### config.mk
export PLATFORM = sky130hd
export DESIGN_NAME = tcpc_transmit_dispatch
export DESIGN_NICKNAME = d
export VERILOG_FILES = /design/src/rtl/tcpc_transmit_dispatch.sv
export SDC_FILE = /design/constraint.sdc
export NUM_CORES = 1
export LEC_CHECK = 0
export CAP_MARGIN = 40
export CORE_MARGIN = 5
export CORE_UTILIZATION = 50
export DETAILED_ROUTE_END_ITERATION = 10
export HOLD_SLACK_MARGIN = 0.02
export MAX_ROUTING_LAYER = met4
export PLACE_DENSITY = 0.74
export RECOVER_POWER = 25
export REMOVE_ABC_BUFFERS = 1
export SETUP_SLACK_MARGIN = 0.15
export SLEW_MARGIN = 20
export SYNTH_ARGS = -nofsm -noshare
export SYNTH_HDL_FRONTEND = slang
export SYNTH_SLANG_ARGS = --single-unit
### constraint.sdc
create_clock -name clk -period 2.55 [get_ports clk]
set_input_delay 0.51 -clock clk [delete_from_list [all_inputs] [get_ports clk]]
set_output_delay 0.51 -clock clk [all_outputs]
set_load 0.01 [all_outputs]
### src/rtl/tcpc_transmit_dispatch.sv
// tcpc_transmit_dispatch
// Decodes TCPC TRANSMIT writes and dispatches SOP* messages to the protocol
// TX layer, or Hard/Cable Reset requests to the hard reset stage. Handles
// message retries, a whole-command completion watchdog, preemption of an SOP
// message by a reset command, and the one-cycle ALERT transmit pulses.
module tcpc_transmit_dispatch #(
   parameter logic [31:0] WAIT_TIMEOUT = 32'd100000
) (
   input  logic       clk,
   input  logic       reset,
   input  logic       transmit_wr,
   input  logic [7:0] transmit_wdata,
   output logic [7:0] transmit_reg,
   output logic       sop_request,
   output logic [2:0] sop_type,
   input  logic       sop_done,
   input  logic       sop_failed,
   output logic       sop_abort,
   output logic       hard_reset_L,
   output logic       cable_reset_L,
   input  logic       ALERT_TransmitSuccessful,
   input  logic       ALERT_TransmitSOPMessageFailed,
   output logic       alert_tx_success,
   output logic       alert_tx_failed,
   output logic       alert_tx_discarded,
   output logic       busy
);

   typedef enum logic [2:0] {
      IDLE, SOP_REQ, SOP_WAIT, SOP_GAP, HR_REQ, HR_WAIT, REPORT
   } state_t;

   state_t      state;
   logic [1:0]  retries_left;
   logic [31:0] wdog;

   logic [2:0]  wr_type;
   logic        wr_sop;
   logic        wr_hr;
   logic        in_sop;
   logic        preempt;

   // Decode of the incoming write and the reset-preempts-message condition
   always_comb begin
      wr_type = transmit_wdata[2:0];
      wr_sop  = (wr_type <= 3'd4);
      wr_hr   = (wr_type == 3'd5) || (wr_type == 3'd6);
      in_sop  = (state == SOP_REQ) || (state == SOP_WAIT) || (state == SOP_GAP);
      preempt = transmit_wr && wr_hr && in_sop;
   end

   // Command FSM; every output is registered here, pulses default low each cycle
   always_ff @(posedge clk) begin
      if (reset) begin
         state              <= IDLE;
         transmit_reg       <= 8'h00;
         retries_left       <= 2'd0;
         wdog               <= 32'd0;
         sop_request        <= 1'b0;
         sop_type           <= 3'd0;
         sop_abort          <= 1'b0;
         hard_reset_L       <= 1'b1;
         cable_reset_L      <= 1'b1;
         alert_tx_success   <= 1'b0;
         alert_tx_failed    <= 1'b0;
         alert_tx_discarded <= 1'b0;
         busy               <= 1'b0;
      end else begin
         sop_abort          <= 1'b0;
         hard_reset_L       <= 1'b1;
         cable_reset_L      <= 1'b1;
         alert_tx_success   <= 1'b0;
         alert_tx_failed    <= 1'b0;
         alert_tx_discarded <= 1'b0;

         if (preempt) begin
            // A reset command cancels the in-flight message and takes over;
            // the watchdog restarts for the new command.
            state              <= HR_REQ;
            transmit_reg       <= transmit_wdata;
            wdog               <= WAIT_TIMEOUT;
            sop_request        <= 1'b0;
            sop_abort          <= 1'b1;
            alert_tx_discarded <= 1'b1;
            hard_reset_L       <= (wr_type != 3'd5);
            cable_reset_L      <= (wr_type != 3'd6);
         end else begin
            // Writes while busy are dropped, never queued
            if (transmit_wr && state != IDLE)
               alert_tx_discarded <= 1'b1;

            case (state)
               IDLE: begin
                  if (transmit_wr) begin
                     transmit_reg <= transmit_wdata;
                     retries_left <= transmit_wdata[5:4];
                     wdog         <= WAIT_TIMEOUT;
                     busy         <= 1'b1;
                     if (wr_sop) begin
                        state       <= SOP_REQ;
                        sop_request <= 1'b1;
                        sop_type    <= wr_type;
                     end else if (wr_hr) begin
                        state         <= HR_REQ;
                        hard_reset_L  <= (wr_type != 3'd5);
                        cable_reset_L <= (wr_type != 3'd6);
                     end else begin
                        state           <= REPORT;
                        alert_tx_failed <= 1'b1;
                     end
                  end
               end
               SOP_REQ: state <= SOP_WAIT;
               SOP_GAP: begin
                  state       <= SOP_REQ;
                  sop_request <= 1'b1;
               end
               SOP_WAIT: begin
                  if (sop_done) begin
                     state            <= REPORT;
                     sop_request      <= 1'b0;
                     alert_tx_success <= 1'b1;
                  end else if (sop_failed) begin
                     sop_request <= 1'b0;
                     if (retries_left != 2'd0) begin
                        retries_left <= retries_left - 2'd1;
                        state        <= SOP_GAP;
                     end else begin
                        state           <= REPORT;
                        alert_tx_failed <= 1'b1;
                     end
                  end else if (wdog == 32'd0) begin
                     state           <= REPORT;
                     sop_request     <= 1'b0;
                     sop_abort       <= 1'b1;
                     alert_tx_failed <= 1'b1;
                  end else begin
                     wdog <= wdog - 32'd1;
                  end
               end
               HR_REQ: state <= HR_WAIT;
               HR_WAIT: begin
                  if (ALERT_TransmitSOPMessageFailed) begin
                     state           <= REPORT;
                     alert_tx_failed <= 1'b1;
                  end else if (ALERT_TransmitSuccessful) begin
                     state            <= REPORT;
                     alert_tx_success <= 1'b1;
                  end else if (wdog == 32'd0) begin
                     state           <= REPORT;
                     alert_tx_failed <= 1'b1;
                  end else begin
                     wdog <= wdog - 32'd1;
                  end
               end
               REPORT: begin
                  state <= IDLE;
                  busy  <= 1'b0;
               end
               default: begin
                  state <= IDLE;
                  busy  <= 1'b0;
               end
            endcase
         end
      end
   end

endmodule
* Word level (Yosys, flattened, before mapping) *
Index checks and enable logic that the tools add are counted.

storage, ports and cells
  register bits = 56
  input port bits = 15
  output and inout port bits = 19

cells by class
  add/subtract/negate cells = 2
  order comparisons = 1
  eq/ne operators = 23
  muxes and demuxes = 65
  bitwise operators = 2
  reduce and logical (&&, ||, !) cells = 25

operators by type and width
  kind                                                                      count
  32-bit two-way mux                                                        6
  32-bit case mux with 3 select lines                                       1
  1-bit two-way mux                                                         34
  32-bit logical NOT                                                        1
  32-bit by 1-bit subtractor with 32-bit output (second input constant)     1
  3-bit two-way mux                                                         9
  8-bit two-way mux                                                         3
  3-bit inequality test (second input constant)                             7
  3-bit case mux with 6 select lines                                        1
  6-bit AND reduction                                                       3
  17-bit two-way mux                                                        1
  2-bit inequality test (second input constant)                             7
  3-bit equality test (second input constant)                               4
  2-bit two-way mux                                                         5
  3-bit nonzero test                                                        3
  4-bit AND reduction                                                       2
  2-bit nonzero test                                                        4
  3-bit by 2-bit equality test with 1-bit output (second input constant)    2
  1-bit case mux with 3 select lines                                        2
  5-bit OR reduction                                                        1
  4-bit by 3-bit inequality test with 1-bit output (second input constant)  1
  1-bit case mux with 2 select lines                                        2
  2-bit case mux with 2 select lines                                        1
  4-bit nonzero test                                                        1
  other kinds (11)                                                          16

* Depth between registers and ports, before layout *
Gate-level depths: netlist of run 1.

  depth after elaboration = 7
  depth in mapped cells = 9

* Worst setup path after synthesis of run 1 *
OpenSTA, ideal clock, no wires.

  path kind = register to register
  start = register wdog[12]
  end = register wdog[6]
  arrival time = 2.473 ns
  data required time = 2.422 ns
  setup slack = -0.050 ns
  stages on the path, launching flop included = 9
  buffers on the path = 2
  clock period less this slack = 2.600 ns
  cells stage by stage = dfxtp_1 -> or4_4 -> or4_4 -> or4_4 -> buf_6 -> buf_6 -> nand4_1 -> xor2_1 -> nor2_1

between the ends
  word-level cells in the longest chain between the ends = 5

RTL lines
  what                                                        RTL line  source
  start, declared                                             35        logic [31:0] wdog;
  start signal, assigned                                      138       wdog <= wdog - 32'd1;
  start signal, assigned                                      153       wdog <= wdog - 32'd1;
  32-bit logical NOT *                                        132, 149
  32-bit two-way mux *                                        n/a
  32-bit two-way mux, on equally long branches (2 in series)  n/a
  32-bit case mux with 3 select lines *                       n/a

Mark *: on every way between the ends. The rest lies on a longest branch, timed or not. The select of a mux whose other input is x is not followed.
A chain may end at the register's enable or synchronous reset.

* Final worst setup path of run 1 *
  start = register wdog[12]
  end = register wdog[23]

between the ends
  word-level cells in the longest chain between the ends = 5

RTL lines
  what                                                                                 RTL line  source
  32-bit by 1-bit subtractor with 32-bit output or 32-bit logical NOT (tied branches)  n/a
  32-bit two-way mux *                                                                 132, 149
  32-bit two-way mux, on equally long branches                                         146, 123
  32-bit two-way mux, on equally long branches                                         143, 119
  32-bit case mux with 3 select lines *                                                92        case (state)

Marked as above.

==> results of run 1 <==
-- worst max path at each step --
| stage | slack (ns) | endpoint |
|---|---|---|
| 6_report | -0.08 | wdog[23]$_SDFFE_PP0P_ |
| 5_1_grt | -0.13 | wdog[23]$_SDFFE_PP0P_ |
| 4_1_cts | -0.07 | wdog[21]$_SDFFE_PP0P_ |
| 3_5_place_dp | -0.19 | wdog[1]$_SDFFE_PP0P_ |
| 3_3_place_gp | -0.08 | wdog[25]$_SDFFE_PP0P_ |
| 2_1_floorplan | -0.23 | wdog[30]$_SDFFE_PP0P_ |
-- what timing repair did --
| action | CTS | global route |
|---|---|---|
| setup buffers | 5 | 8 |
| setup endpoints to repair | 33 | 38 |
| gates resized for setup | 14 | 46 |
| cloned | 1 | 0 |
| pin swaps | 12 | 17 |
-- critical path, cell delays in order (launching register included) --
cell,delay (ns)
dfxtp_2,0.33
or4_4,0.53
or4_4,0.55
or4_4,0.61
a21oi_4,0.21
buf_6,0.12
o31ai_2,0.07
a21oi_2,0.15
-- cell families (layout without fill, tap and decap cells) --
group / Yosys count / after routing / share of synthesized area
buffers and inverters: 23 / 107 / 0.0352
adders and majority gates: 2 / 2 / 0.00858
and+or+nand+nor: 179 / 180 / 0.323
AOI/OAI and AO/OA: 82 / 82 / 0.185
xor gates and xnor gates: 13 / 13 / 0.0391
DFF: 56 / 56 / 0.385
muxes: 7 / 7 / 0.0240
-- through the flow --
step | power [uW] | hold slack (ns) | setup slack [ns] | setup TNS, ns
CTS | 3120 | 0.458 | -0.0652 | -0.308
finish | 3310 | 0.450 | -0.0802 | -0.327
global placement | 2390 | 0.437 | -0.0838 | -0.673
detailed placement | 2430 | 0.444 | -0.187 | -2.54
floorplan | 1880 | 0.437 | -0.228 | -0.602
global route | 3500 | 0.482 | -0.125 | -1.29
-- final cells by class --
| cell class | count | area share |
|---|---|---|
| clock buffer | 6 | 0.0177 |
| clock inverter | 2 | 0.00854 |
| inverter | 7 | 0.00641 |
| multi-input combinational | 284 | 0.473 |
| sequential | 56 | 0.274 |
| tap | 72 | 0.0220 |
| timing repair buffer | 92 | 0.199 |
-- routing by layer --
metal | GRT usage | vias up | share of wire
li1 | - | 1487 | -
met4 | 0.0779 | 0 | 0.022
met2 | 0.372 | 107 | 0.48
met5 | - | - | 0
met3 | 0.0371 | 18 | 0.052
met1 | 0.297 | 1478 | 0.45
-- report_power, final --
part / total, uW / internal [uW] / switching (uW)
Clock: 586 / 292 / 294
Sequential: 1120 / 993 / 125
Combinational: 1610 / 745 / 861
Total: 3310 / 2030 / 1280
-- cell usage after synthesis, types with 3 or more instances --
| cell | number |
|---|---|
| a21o_1 | 3 |
| and2_1 | 3 |
| dfxtp_1 | 56 |
| o31ai_1 | 3 |
| xor2_1 | 7 |
| nand4_1 | 6 |
| a21oi_1 | 33 |
| o21ai_0 | 14 |
| nor4_1 | 7 |
| nor2_1 | 48 |
| nor2b_1 | 5 |
| or3_1 | 10 |
| o21a_1 | 4 |
| or4_1 | 5 |
| nand2_1 | 32 |
| mux2i_1 | 7 |
| a31oi_1 | 3 |
| xnor2_1 | 6 |
| nand3_1 | 14 |
| clkbuf_1 | 13 |
| or4b_2 | 3 |
| or4_4 | 3 |
| a211oi_2 | 3 |
| or2_2 | 6 |
| nand2b_1 | 3 |
| nor3_1 | 21 |
| inv_1 | 7 |
==> out/qor.txt, run 1 <==
Syn Area/Cell -> 8.05 um2
Leak pwr -> 0.00157 uW
Vias per cell -> 5.95
IO Pins -> 34
DR WL/cell -> 17.1 um
DR iter-0 viols -> 216
Max-slew violations -> 0
Antenna cells -> 0
Dpl hpwl -> 5.86 mm
Layout Nets -> 463
Root Buffer -> clkbuf_8
Final hold violations -> 0
CP Launch Point -> wdog[12]$_SDFFE_PP0P_
Drt pass-1 iters -> 7
Final worst path period share -> 1.03
GRT Overall Usage -> 0.232
Final setup fails -> 9
Min-delay src -> transmit_reg[6]$_SDFFE_PP0P_
Routability cong. -> 0.978
Commonest non-fill, non-tap cells in the layout -> 54 x dfxtp_1, 46 x buf_4, 44 x nor2_1
WP data required -> 2.80 ns
Site Rows -> 27
Max Clk Rate -> 0.380 GHz
Worst hold endpoint -> transmit_reg[6]$_SDFFE_PP0P_
Netlist cell types -> 55
Hold path depth -> 2
Area Overhead vs Synth -> 40.6%
Num CTS Buffers -> 5
Critical Path AT -> 2.88 ns
Fin area -> 4100 um2
Antenna violations before repair -> 0
Post-synthesis sequential area ratio -> 0.385
Fin Clk Skew -> 0.00818 ns
Period minus WS final -> 2.63 ns
Clock sink count -> 56
RR Startpoint -> wdog[12]$_SDFFE_PP0P_
Failing checks -> negative setup slack
Max reg flops -> 32
Placed insts -> 497
Fin cells -> 519
Hold Path Class -> register to register
Setup CP Type -> register to register
ANT nets after route -> 0
Post-route setup slack -> -0.0802 ns
Vias in the first global route -> 2887
Port-buffer cells -> 33
Worst reg2reg endpoint -> wdog[23]$_SDFFE_PP0P_
FF+latch area -> 1120 um2
TritonCTS clock tree -> done
R2R setup slack -> -0.08 ns
Largest net degree at the start of global routing -> 21
RSZ-0062 raised after global routing -> true
Critical path launch point type -> register
Mapped Area -> 2920 um2
Layout cells sized above 1 -> 0.286
Drt total wl -> 8.86 mm
Finished Core Util -> 0.736
Ys async rst share -> 0
Detailed-route DRC error count -> 0
Post-synth top area cell -> dfxtp_1
R2R cell count -> 7
Outcome -> finished, violations left
# hold bufs at CTS -> 0
Number of flops mapped to enable cells by yosys -> 0
Post-Synthesis Cells -> 362
Slew @ Worst Pin -> 0.599 ns
Synth warnings -> 0
Crit-path max FO -> 7
Synth area leaders -> dfxtp_1 38%, nor2_1 6.2%, a21oi_1 5.7%
Total gr overflow -> 0
Max Cap Viol -> 0
Worst setup EP type -> register
Multi-input gate area -> 1940 um2
Max transition margin -> 0.599
Core ar. -> 5570 um2
PD cells -> 807 nW/um2
Worst skew pair latency -> 0.31 ns
# H-tree levels -> 2
Die area -> 7460 um2
Post-DP Area -> 3600 um2
Peak supply drop -> 0.493 mV
Clock Path Buffers -> 2
Fillers -> 434
CTS clk-pin slew, worst paths -> 0.10 ns
Vert. Die Dim -> 86.4 um
Synth top area share -> 0.385
First-pass GRT wire length -> 13.7 mm
Vias -> 3090
Initial core utilization -> 0.523
Die Width -> 86.4 um
Commonest non-fill, non-tap cell in the layout -> dfxtp_1
Synth Flop Type -> dfxtp_1
#FFs+latches synth -> 56
(Power assumes the default switching activity.)
==> run 2, diff against run 1 <==
--- a/config.mk
+++ b/config.mk
@@ -15,7 +15,6 @@
 export RECOVER_POWER = 25
 export REMOVE_ABC_BUFFERS = 1
 export SETUP_SLACK_MARGIN = 0.15
-export SLEW_MARGIN = 20
 export SYNTH_ARGS = -nofsm -noshare
 export SYNTH_HDL_FRONTEND = slang
 export SYNTH_SLANG_ARGS = --single-unit
==> results of run 2 <==
No change in the layout: final DEF, timing and power equal those of run 1.
